`src/rtl/hazard_fwd_ctrl_pkg.sv`:
```
// hazard_pkg: shared scoreboard slot record, forwarding select encodings and helpers for hazard_fwd_ctrl.
// NSLOT grows to include the WB slot when HAZARD_WB_BYPASS_EN is defined.
package hazard_pkg;
  localparam int REG_AW = 5;
  localparam logic [REG_AW-1:0] ZERO_REG = '0;
  localparam int SLOT_EX = 0;
  localparam int SLOT_MEM = 1;
  localparam int SLOT_WB = 2;
`ifdef HAZARD_WB_BYPASS_EN
  localparam int NSLOT = 3;
`else
  localparam int NSLOT = 2;
`endif
  typedef struct packed {
    logic              valid;
    logic [REG_AW-1:0] rd;
    logic              reg_write;
    logic              mem_read;
  } slot_t;
  // {fsel, msel} as seen by the cascaded operand muxes
  typedef enum logic [1:0] {
    FWD_RF  = 2'b00,
    FWD_WB  = 2'b10,
    FWD_MEM = 2'b11
  } fwd_t;
  function automatic fwd_t fwd_pick(input logic ex_hit, input logic mem_hit);
    return ex_hit ? FWD_MEM : mem_hit ? FWD_WB : FWD_RF;
  endfunction
endpackage

```
`src/rtl/hazard_slot_match.sv`:
```
// hazard_slot_match: true when a source operand depends on the producer held in one scoreboard slot.
module hazard_slot_match
  import hazard_pkg::*;
(
  input  slot_t             slot,
  input  logic [REG_AW-1:0] src,
  input  logic              uses,
  output logic              hit
);
  assign hit = slot.valid & slot.reg_write & (slot.rd == src) & (src != ZERO_REG) & uses;
endmodule

```
`src/rtl/hazard_fwd_ctrl.sv`:
```
// hazard_fwd_ctrl: load-use stall, branch flush and registered EX-operand forwarding selects.
// Define HAZARD_WB_BYPASS_EN for a non-write-through regfile (adds fwd_a_wbsel/fwd_b_wbsel).
module hazard_fwd_ctrl #(
  parameter int REG_AW = hazard_pkg::REG_AW,
  parameter int CNT_W  = 32
) (
  input  logic              clk,
  input  logic              rst,
  input  logic              id_valid,
  input  logic [REG_AW-1:0] id_rs,
  input  logic [REG_AW-1:0] id_rt,
  input  logic              id_uses_rs,
  input  logic              id_uses_rt,
  input  logic [REG_AW-1:0] id_rd,
  input  logic              id_reg_write,
  input  logic              id_mem_read,
  input  logic              ex_branch_taken,
  output logic              stall,
  output logic              flush_if_id,
  output logic              flush_id_ex,
  output logic              fwd_a_fsel,
  output logic              fwd_a_msel,
  output logic              fwd_b_fsel,
  output logic              fwd_b_msel,
  output logic [CNT_W-1:0]  stall_count
`ifdef HAZARD_WB_BYPASS_EN
  ,
  output logic              fwd_a_wbsel,
  output logic              fwd_b_wbsel
`endif
);
  import hazard_pkg::*;
  slot_t slot [NSLOT];
  slot_t id_slot;
  logic [NSLOT-1:0][1:0] hit;
  logic load_use, transfer;
  fwd_t fwd_a, fwd_b;
  assign id_slot = {1'b1, id_rd, id_reg_write, id_mem_read};
  for (genvar g = 0; g < NSLOT; g++) begin : g_slot
    for (genvar s = 0; s < 2; s++) begin : g_src
      hazard_slot_match u_match (
        .slot (slot[g]),
        .src  (s ? id_rt : id_rs),
        .uses (s ? id_uses_rt : id_uses_rs),
        .hit  (hit[g][s])
      );
    end
  end
  assign load_use = id_valid & ~ex_branch_taken & slot[SLOT_EX].mem_read & (|hit[SLOT_EX]);
  assign transfer = id_valid & ~load_use & ~ex_branch_taken;
  assign stall = ~rst & load_use;
  assign flush_if_id = ~rst & ex_branch_taken;
  assign flush_id_ex = ~rst & ex_branch_taken;
  assign {fwd_a_fsel, fwd_a_msel} = fwd_a;
  assign {fwd_b_fsel, fwd_b_msel} = fwd_b;
  always_ff @(posedge clk) begin
    if (rst) begin
      for (int i = 0; i < NSLOT; i++) slot[i] <= '0;
      fwd_a <= FWD_RF;
      fwd_b <= FWD_RF;
      stall_count <= '0;
    end else begin
      for (int i = NSLOT - 1; i > 0; i--) slot[i] <= slot[i-1];
      slot[SLOT_EX] <= transfer ? id_slot : '0;
      fwd_a <= transfer ? fwd_pick(hit[SLOT_EX][0], hit[SLOT_MEM][0]) : FWD_RF;
      fwd_b <= transfer ? fwd_pick(hit[SLOT_EX][1], hit[SLOT_MEM][1]) : FWD_RF;
      if (load_use && !(&stall_count)) stall_count <= stall_count + 1'b1;
    end
  end
`ifdef HAZARD_WB_BYPASS_EN
  always_ff @(posedge clk) begin
    if (rst) begin
      fwd_a_wbsel <= 1'b0;
      fwd_b_wbsel <= 1'b0;
    end else begin
      fwd_a_wbsel <= transfer & hit[SLOT_WB][0] & ~hit[SLOT_EX][0] & ~hit[SLOT_MEM][0];
      fwd_b_wbsel <= transfer & hit[SLOT_WB][1] & ~hit[SLOT_EX][1] & ~hit[SLOT_MEM][1];
    end
  end
`endif
endmodule

```
`config.mk`:
```
export PLATFORM = sky130hd
export DESIGN_NAME = hazard_fwd_ctrl
export DESIGN_NICKNAME = d
export VERILOG_FILES = /design/src/rtl/hazard_fwd_ctrl_pkg.sv /design/src/rtl/hazard_slot_match.sv /design/src/rtl/hazard_fwd_ctrl.sv
export SDC_FILE = /design/constraint.sdc
export NUM_CORES = 1
export LEC_CHECK = 0
export CORE_ASPECT_RATIO = 1.75
export CORE_MARGIN = 5
export CORE_UTILIZATION = 50
export CTS_BUF_LIST = sky130_fd_sc_hd__clkbuf_8
export CTS_CLUSTER_DIAMETER = 150
export DETAILED_ROUTE_END_ITERATION = 12
export PLACE_DENSITY = 0.81
export SLEW_MARGIN = 20
export SYNTH_ARGS = -nofsm -noshare
export SYNTH_HDL_FRONTEND = slang
export SYNTH_SLANG_ARGS = --single-unit
export TNS_END_PERCENT = 1
```
`constraint.sdc`:
```
create_clock -name clk -period 3.6 [get_ports clk]
set_clock_uncertainty 0.1 [all_clocks]
set_input_delay 0.72 -clock clk [delete_from_list [all_inputs] [get_ports clk]]
set_output_delay 0.72 -clock clk [all_outputs]
set_load 0.005 [all_outputs]
```
; After elaboration in Yosys (flattened, before gate mapping)
; Memory sizes are Yosys's and may differ from the RTL's.
; Index checks and enable logic that the tools add are counted.
[totals]
ff_bits = 36
latch_bits = 0
ram_bits = 16
romBits = 0
inputBits = 23
wordCells = 53
n_memories = 1
[mem_list]
columns = memory, words, width, read_ports, rd_ports_with_merged_regs, write_ports, line
row1 = slot, 2, 8, 2, 0, 2, hazard_fwd_ctrl.sv:33  ; slot_t slot [NSLOT];
[op_classes]
n_addsub = 1
mul = 0
n_div = 0
n_lt_le_gt_ge = 0
n_eq_ne = 4
n_shift = 0
muxes = 10
bitwise = 27
reduce_logical = 7
[ops]
columns = op, count
row1 = $add A32 B1 Y32 const B, 1
row2 = $reduce_and A32 Y1, 1
row3 = $mux W8, 3
row4 = $and A1 B1 Y1, 21
row5 = $eq A5 B5 Y1, 4
row6 = $reduce_bool A5 Y1, 2
row7 = $mux W2, 4
row8 = $not A1 Y1, 4
row9 = $reduce_or A2 Y1, 2
row10 = $mux W1, 3
row11 = $or A1 B1 Y1, 2
row12 = $logic_and A1 B1 Y1, 1
row13 = $logic_not A1 Y1, 1

; Depth between registers and ports, before layout
; Gate-level depths: netlist (run 1).
; An unclocked memory read counts as a cell.
[logic_depth]
depth_word = 12
mapped_depth = 9
ltp_nobuf = 7

; By module
; Synthesis (run 1) repeated with hierarchy kept, for this count alone.
[unflattened]
hier_cells = 284
area_unflattened_um2 = 2591.2
[by_module_without_submodules]
columns = module, n_inst, cells_each, area_each_um2
row1 = hazard_fwd_ctrl, 1, 244, 2306.0
row2 = hazard_slot_match, 4, 10, 71.3

; Worst setup path after synthesis (run 1)
; No wires, ideal clock.
[synth_timing]
kind = input port to output port
startpoint = input port id_rs[1]
endpoint = output port stall
t_arrival_ps = 1946
t_required_ps = 2780
path_slack_ps = 834
stages = 6
n_path_buf = 1
path_cell_list = xnor2_1 -> nand2_1 -> or4_1 -> buf_2 -> a21oi_1 -> nor2b_1
[synth_between]
elab_chain_len = 7
[synth_rtl]
columns = item, line
row1 = start: declaration, hazard_fwd_ctrl.sv:10  ; input logic [REG_AW-1:0] id_rs,
row2 = $eq A5 B5 Y1, hazard_slot_match.sv:10  ; assign hit = slot.valid & slot.reg_write & (slot.rd == src) & (src != ZERO_REG) & uses;
row3 = $and A1 B1 Y1, hazard_slot_match.sv:10
row4 = $and A1 B1 Y1 * (2 in series), hazard_slot_match.sv:10
row5 = $reduce_or A2 Y1 *, hazard_fwd_ctrl.sv:49  ; assign load_use = id_valid & ~ex_branch_taken & slot[SLOT_EX].mem_read & (|hit[SLOT_EX]);
row6 = $and A1 B1 Y1 *, hazard_fwd_ctrl.sv:49
row7 = $and A1 B1 Y1 *, hazard_fwd_ctrl.sv:51  ; assign stall = ~rst & load_use;
row8 = end: declaration, hazard_fwd_ctrl.sv:18  ; output logic stall,
; Mark *: on every way between the ends. The rest lies on a longest branch, timed or not.

; Final worst setup path (run 1)
[layout_timing]
startpoint = input port id_uses_rt
endpoint = output port stall
[layout_between]
elab_chain_len = 4
[layout_rtl]
columns = item, line
row1 = start: declaration, hazard_fwd_ctrl.sv:13  ; input logic id_uses_rt,
row2 = $and A1 B1 Y1, hazard_slot_match.sv:10
row3 = $reduce_or A2 Y1, hazard_fwd_ctrl.sv:49
row4 = $and A1 B1 Y1, hazard_fwd_ctrl.sv:49
row5 = $and A1 B1 Y1, hazard_fwd_ctrl.sv:51
; Every way passes these cells.

==> metrics, run 1 <==
Finish-stage setup viols=0; Final Hold Vio Count=0; cell area after layout=0.003420 mm^2; Worst path max stage delay=0.55 ns; max-cap viol count=0; gr usage total=0.2001; DR pass1 iterations=4; Post-synth EDFFs=0; Seq/Total Area, Yosys=0.4044; Post-CTS Resized=13; Antenna Cells=0; Routability Congestion=0.8605; largest net degree at the start of global routing=45; DRT iter0 DRCs=83; Mapped Area=0.002525 mm^2; first-pass GRT wire length=10,770 um; CP delay by family, top=buffers and inverters; Yosys warning count=0; Psw=219.8 uW; crit path kind=in2out; CP max-delay cell=or4_4; CTS tree=yes; TritonCTS buffer count=5; Max Slew Vio Count=0; commonest non-fill, non-tap cells in the layout=dfxtp_1 (51), clkdlybuf4s50_1 (51), a21oi_1 (29); GR Layer Usage met2=0.3721; Hold Path Class=reg2reg; count of cell types in the netlist=44; die footprint=0.006627 mm^2; dpl cell area=0.003288 mm^2; leakage=0.001115 uW; Seq cells post-synth=51; Post-Route WL=6645 um; vias in the first global route=2,361; critical path required time=2.78 ns; Avg Vias per Cell=5.764; power per cell area=323.6 mW/mm^2; Critical Path Sink Type=output port; Remaining Overflow, GRT=0; cells along the critical path=clkdlybuf4s50_1 > o21ai_1 > or4_4 > a21oi_2 > nor2b_1 > clkdlybuf4s50_1; async set-reset flop share out of synthesis=0; dpl hpwl=4962 um; crit-path max FO=2; layout cell share with drive strength beyond 1=0.1339; Period Utilization, post-route=0.9577; DR WL/cell=15.82 um; sw frac=0.1987; Tmin final=3.448 ns; Rows=34; startpoint types=input port; RSZ-0062 raised after global routing=false; Gate Count Post-Synth=289; Seq pwr share=0.517; htree depth=2; die height=104.0 um; grt met1 use=0.2016; Vias=2,421; worst-margin pin slew=0.5098 ns; Max-slew headroom=0.6514; Post-CTS Hold Buffers=0; Final Net Count=389; Clk pin slew, worst setup/hold paths=0.08 ns; part of the power in combinational logic=0.068; Post-Syn Area per Cell=8.737 um^2; DRC viols=0; worst path bufs/invs=2; CTS Sinks=51; Chip Width=63.72 um; Routed Antenna Nets=0; FILL cells=393; Internal Power=886.6 uW; WP data arrival=2.63 ns; Starting Density=0.5117; status=completed; met3 Resource Use GR=0.04324; clock tree buffer depth=2; clock share of power=0.416; num ports=62; clk_lat worst skew=0.31 ns; Post-synth top flop=dfxtp_1; Worst R2R Setup Slack=0.97 ns; Layout area overhead=35.43%; setup repair bufs after CTS=0; VDD IR max=0.3766 mV; Peak Freq=290.1 MHz; PortBufs=61; TNS Setup=0 ns; most frequent CP cell=clkdlybuf4s50_1; initial antenna violation count=0; core area=0.004935 mm^2; root buf cell=clkbuf_8; syn nets=313; most used routing layer=met2
[sequential cells by signal, summed over array words and instances, names as in the netlist]
name	flops
fwd_a	2
fwd_b	2
slot	15
stall_count	32
[cells in the mapped netlist (all sizes together) (2+ instances only)]
master,count,area share
nand2b,3,0.0074
nand3b,2,0.0059
a31o,5,0.017
dfxtp,51,0.40
a2111oi,2,0.014
clkbuf,6,0.0089
and3,4,0.0099
or4,8,0.024
nand4,12,0.032
nor4,2,0.0050
o21ai,14,0.028
nand2,12,0.018
nor2,15,0.022
nand4bb,2,0.0089
and4,5,0.017
or2,2,0.0050
nor3,6,0.016
a21o,2,0.0059
mux2,2,0.0089
nor2b,11,0.027
inv,9,0.013
a21oi,30,0.059
or3,16,0.042
o41ai,2,0.0069
buf,8,0.023
o31ai,4,0.012
and2,8,0.020
nand3,17,0.034
xnor2,22,0.076
[logic make-up after synthesis]
group / Yosys count / share of synthesized area
muxes: 2 / 0.008919
AOI/OAI and AO/OA: 64 / 0.1630
and+or+nand+nor: 125 / 0.2939
buffers and inverters: 23 / 0.04509
xor gates and xnor gates: 23 / 0.07978
adders and majority gates: 1 / 0.004955
DFF: 51 / 0.4044
[per-stage QoR]
stage | total power, uW | instances | utilization | hold slack (ns) | setup slack (ns)
finish | 1106 | 420 | 0.6930 | 0.4057 | 0.1524
global route | 1147 | 420 | 0.6930 | 0.4093 | 0.09874
CTS | 1117 | 420 | 0.6930 | 0.4049 | 0.1542
detailed placement | 662.8 | 412 | 0.6663 | 0.3905 | -0.1258
global placement | 662.1 | 412 | 0.6663 | 0.3775 | -0.07405
floorplan | 614.4 | 289 | - | 0.3594 | 0.8336
[metal layers]
layer | wire (um) | vias up
li1 | - | 1204
met1 | 2586 | 1146
met2 | 3641 | 60
met3 | 233 | 11
met4 | 183 | 0
met5 | 0 | -
[final timing paths]
check / from / end / depth (start not counted)
setup / recovery: id_uses_rt / stall / 6
hold / removal: slot[0][7] / slot[0][15] / 1
setup reg to reg: stall_count[5] / stall_count[29] / 7
hold reg to reg: slot[0][7] / slot[0][15] / 1
[power by group through the flow]
stage	clock network [uW]	logic (uW)	registers, uW
6_report	460	75.0	572
3_5_place_dp	0	78.0	585
5_1_grt	493	81.6	572
2_1_floorplan	0	31.0	583
4_1_cts	470	74.9	572
3_3_place_gp	0	77.3	585
[area by class of cell]
cell class | instances | area (um^2) | share of cell area
multi-input cells | 215 | 1401 | 0.4098
flip-flops and latches | 51 | 1021 | 0.2986
repair buffers | 83 | 763.2 | 0.2232
clock buffers | 5 | 68.82 | 0.02012
well taps | 54 | 67.56 | 0.01976
clock inverters | 3 | 63.81 | 0.01866
inverters | 9 | 33.78 | 0.009879
Note: power is estimated with default switching activity, not from simulation.
==> run 2, diff against run 1 <==
Settings changed: CORE_UTILIZATION 50 to 46, PLACE_DENSITY 0.81 to 0.78, SYNTH_HIERARCHICAL from default to 1.
Clock period 3.6 ns to 2.9 ns, I/O delays scaled along.
==> run 2 against run 1 <==
Effect of this change: total power is 18% higher; sequential share of layout area fell by 1.6 points; worst setup slack worse by 0.12 ns; register-to-register slack got worse by 0.76 ns; sequential power is 24% higher; synthesized cell count down 2.4%; sequential cell count is the same; critical path depth up 2; non-clock buffer count rose by 3; cell count grew 3.6%; routed wire length increased by 9.3%; clock power up 6.1%; critical path type unchanged; critical endpoint unchanged; highest routed layer unchanged.
==> metrics, run 2 <==
Chip Width=66.45 um; commonest non-fill, non-tap cells in the layout=dfxtp_1 (51), clkdlybuf4s50_1 (50), xnor2_1 (32), nor2_1 (32), buf_4 (19); multi-input logic area=0.001563 mm^2; Routability Congestion=0.8623; CTS tree=yes; Vias=2,359; PortBufs=61; slack of the critical path=0.03575 ns; R2R Path Start=slot[0][2]; TritonCTS buffer count=5; status=completed; critical path required time=2.22 ns; htree depth=2; cells along the critical path=dlygate4sd2_1 > xnor2_1 > nand3_1 > a2111oi_4 > o21a_1 > nand2_2 > nor2_2 > clkdlybuf4s15_2; die height=108.8 um; vias in the first global route=2,554; core area=0.005495 mm^2; initial antenna violation count=0; DRT iter0 DRCs=54; CP startpoint=id_rt[0]; Tmin final=2.864 ns; Routed Antenna Nets=0; VDD IR max=0.2522 mV; RSZ-0062 raised after global routing=true; Post-Route WL=7265 um; Mapped Area=0.002565 mm^2; Starting Density=0.4668; largest net degree at the start of global routing=19; worst-margin pin slew=0.6127 ns; WP data arrival=2.18 ns; power per cell area=360.2 mW/mm^2; gr usage total=0.2127; worst path bufs/invs=2; Most flops, register=stall_count; Final Hold Vio Count=0; max reg flops=32; Largest regs=stall_count: 32 flops, slot: 15 flops; max-cap viol count=0; crit path kind=in2out; Avg Vias per Cell=5.423; crit-path max FO=4; Clk pin slew, worst setup/hold paths=0.09 ns; Gate Count Post-Synth=282; FILL cells=464; dpl cell area=0.003385 mm^2; die footprint=0.007228 mm^2; Post-Syn Area per Cell=9.096 um^2; Finish-stage setup viols=0; Yosys warning count=6; Peak Freq=349.1 MHz; worst slack, placed=-0.6068 ns; startpoint types=input port; clk_lat worst skew=0.30 ns; Hold Path Class=reg2reg; layout cell share with drive strength beyond 1=0.1727; CTS Sinks=51; CP delay by family, top=compound AO/OA/AOI/OAI gates; Hold Crit Start=slot[0][1]; syn nets=306; clock tree buffer depth=2; Antenna Cells=0; num ports=62; most common cell after layout, fill and taps aside=dfxtp_1; Worst path max stage delay=0.36 ns; root buf cell=clkbuf_8; Layout area overhead=40.73%; Max Slew Vio Count=0; Max-slew headroom=0.5898; cell area after layout=0.003610 mm^2; Period Utilization, post-route=0.9877; Rows=36; first-pass GRT wire length=11,970 um; DRC viols=0; leakage=0.001220 uW; CP max-delay cell=a2111oi_4; Remaining Overflow, GRT=0; FF/Latch Area=0.001021 mm^2; DR pass1 iterations=4; Final Net Count=383; dpl hpwl=5365 um; DR WL/cell=16.70 um; Critical Path Sink Type=output port
==> run 2: layout make-up <==
| cell class | instances | share of cell area |
|---|---|---|
| Multi-Input combinational cell | 211 | 0.4329 |
| Sequential cell | 51 | 0.2828 |
| Timing Repair Buffer | 86 | 0.2243 |
| Tap cell | 76 | 0.02634 |
| Clock buffer | 5 | 0.01906 |
| Clock inverter | 2 | 0.01040 |
| Inverter | 4 | 0.004159 |
==> run 2: metrics by stage <==
step | std cells | total power (uW) | hold WS [ns] | utilization | TNS (ns)
final | 435 | 1300 | 0.4216 | 0.6569 | 0
after global routing | 435 | 1341 | 0.4280 | 0.6569 | -0.3843
after CTS | 435 | 1306 | 0.4196 | 0.6535 | 0
after detailed placement | 427 | 818.2 | 0.3845 | 0.6159 | -12.09
after global placement | 427 | 815.9 | 0.3677 | 0.6150 | -14.47
after floorplan | 282 | 759.4 | 0.3594 | - | 0
==> run 2: power breakdown <==
part	switching, uW	internal [uW]	leakage [uW]
registers	5.30	705	0.000412
clock network	235	252	0.0000502
logic	48.1	54.3	0.000759
total	289	1010	0.00122
==> run 2: path summary, 6_finish.rpt <==
kind	end	slack [ns]	cells past startpoint
hold reg to reg	slot[0][9]	0.42	1
hold / removal	slot[0][9]	0.42	1
setup / recovery	stall	0.04	8
setup reg to reg	stall_count[21]	0.21	11
==> run 2: worst reg2reg max path: cells and delay by family (launching register included) <==
family / cells / cell delay (ns)
buffers and inverters: 3 / 0.50
XOR/XNOR: 2 / 0.30
flip-flops: 1 / 0.42
AND/OR/NAND/NOR: 3 / 0.37
AO/OA/AOI/OAI: 3 / 0.89
==> run 2: per-layer routing <==
metal | vias up | routed length, um | GRT usage
met5 | - | 0 | 0
met4 | 0 | 259 | 0.1076
met3 | 21 | 325 | 0.03814
met2 | 70 | 3961 | 0.3973
met1 | 1116 | 2717 | 0.2186
li1 | 1152 | - | -
==> run 2: what timing repair did <==
action                                 in CTS  in global routing
resized for setup                          32                  3
setup endpoints to repair                  17                 13
pin swaps                                   7                  4
hold buffers                                0                  0
endpoints found under the hold margin       0                  0
setup buffers                               1                  0
==> run 3, diff against run 2 <==
Settings changed: CELL_PAD_IN_SITES_DETAIL_PLACEMENT from default to 1, CELL_PAD_IN_SITES_GLOBAL_PLACEMENT from default to 2, CORE_ASPECT_RATIO 1.75 to 0.9, CORE_UTILIZATION 46 to 28, GPL_ROUTABILITY_DRIVEN from default to 0, PLACE_DENSITY 0.78 to default, PLACE_DENSITY_LB_ADDON from default to 0.1.
==> run 3 against run 2 <==
Effect of this change: global-route usage fell by 6.7 points; combinational power about the same; hold slack got worse by 0.0094 ns; clock-buffer cell count unchanged.
==> metrics, run 3 (synthesized netlist as in run 2, its figures left out) <==
DR pass1 iterations=4; num ports=62; clk_lat worst skew=0.31 ns; Vias=2,323; crit path kind=in2out; hold_ws=0.4122 ns; crit-path max FO=3; dpl cell area=0.003505 mm^2; htree depth=2; core area=0.009042 mm^2; Period Utilization, post-route=0.9988; Finish-stage setup viols=0; worst-margin pin slew=0.4892 ns; DR WL/cell=16.04 um; gr usage total=0.1458; status=completed; WP data arrival=2.22 ns; layout cell share with drive strength beyond 1=0.2027; CTS Sinks=51; Max-slew headroom=0.6739; Core Util, Final=0.4169; Clk pin slew, worst setup/hold paths=0.10 ns; Avg Vias per Cell=4.722; Antenna Cells=0; DRC viols=0; PortBufs=61; root buf cell=clkbuf_8; die footprint=0.01118 mm^2; vias in the first global route=2,435; Final Hold Vio Count=0; Critical Path Sink Type=output port; max-cap viol count=0; Routed Antenna Nets=0; startpoint types=input port; first-pass GRT wire length=13,140 um; leakage=0.001267 uW; Tmin final=2.897 ns; Post-CTS Hold Buffers=0; CTS tree=yes; critical path required time=2.22 ns; Rows=33; DRT iter0 DRCs=63; total power=1241 uW; die height=100.8 um; Most flops, register=stall_count; cell area after layout=0.003770 mm^2; clock tree buffer depth=2; Final Net Count=393; Layout area overhead=46.98%; Largest regs=stall_count: 32 flops, slot: 15 flops; TritonCTS buffer count=5; Max Slew Vio Count=0; max reg flops=32; RSZ-0062 raised after global routing=true; initial antenna violation count=0; dpl hpwl=5710 um; Post-Route WL=7890 um; Peak Freq=345.2 MHz; commonest non-fill, non-tap cells in the layout=dfxtp_1 (51), clkdlybuf4s50_1 (48), nor2_1 (33); power per cell area=329.3 mW/mm^2; Chip Width=110.9 um; TNS Setup=0 ns; most common cell after layout, fill and taps aside=dfxtp_1; Hold Path Class=reg2reg; Remaining Overflow, GRT=0; Starting Density=0.2837; largest net degree at the start of global routing=46; VDD IR max=0.1818 mV
-- run 3: changes by cell type in the layout (fill, tap and decap cells not counted), moves of 2 or more --
cell	delta
a211oi_1	-3
buf_4	+9
clkdlybuf4s50_1	-2
a211oi_2	+3
-- run 3: path summary, 6_finish.rpt --
check,start,endpoint,slack (ns),cells after the start
worst max-delay path,id_rs[0],stall,0.003,9
worst min-delay path,slot[0][1],slot[0][9],0.41,1
worst max register to register,slot[0][6],stall_count[13],0.22,12
worst min register to register,slot[0][1],slot[0][9],0.41,1
-- run 3: per-layer routing --
layer | track usage | routed length (um) | vias to the layer above
li1 | - | - | 1175
met1 | 0.1977 | 3960 | 1107
met2 | 0.2421 | 3640 | 36
met3 | 0.03061 | 234 | 5
met4 | 0.02841 | 53 | 0
met5 | 0 | 0 | -
-- run 3: metrics by stage --
stage                     instances  setup slack, ns
final                           492         0.003341
after global routing            492         -0.06638
after CTS                       492         0.009039
after detailed placement        482          -0.6156
after global placement          482          -0.6209
after floorplan                 282          0.04030
-- run 3: final cells by class --
class                      count  area, um^2
timing repair buffer          96       887.1
clock inverter                 3       23.77
clock buffer                   5       68.82
multi-input combinational    211        1602
sequential                    51        1021
tap                          122       152.6
fill                        1038        5273
inverter                       4       15.01
-- run 3: power by group --
group	leakage, uW	switching [uW]	internal, uW	total, uW
logic	0.000814	47.9	55.9	104
clock network	0.0000408	255	173	428
registers	0.000412	4.85	705	710
total	0.00127	307	934	1240
-- run 3: repair_timing --
action	CTS	global route
setup endpoints to repair	23	16
gates resized for setup	31	13
buffers inserted	2	0
hold endpoints to repair	0	0
pin swaps	6	1
-- run 3: critical path: stages --
cell,delay (ns)
dlygate4sd2_1,0.26
buf_6,0.14
o41ai_4,0.41
a2111oi_4,0.13
buf_4,0.16
o21a_1,0.18
nand2_1,0.09
nor2_1,0.05
clkdlybuf4s15_2,0.21
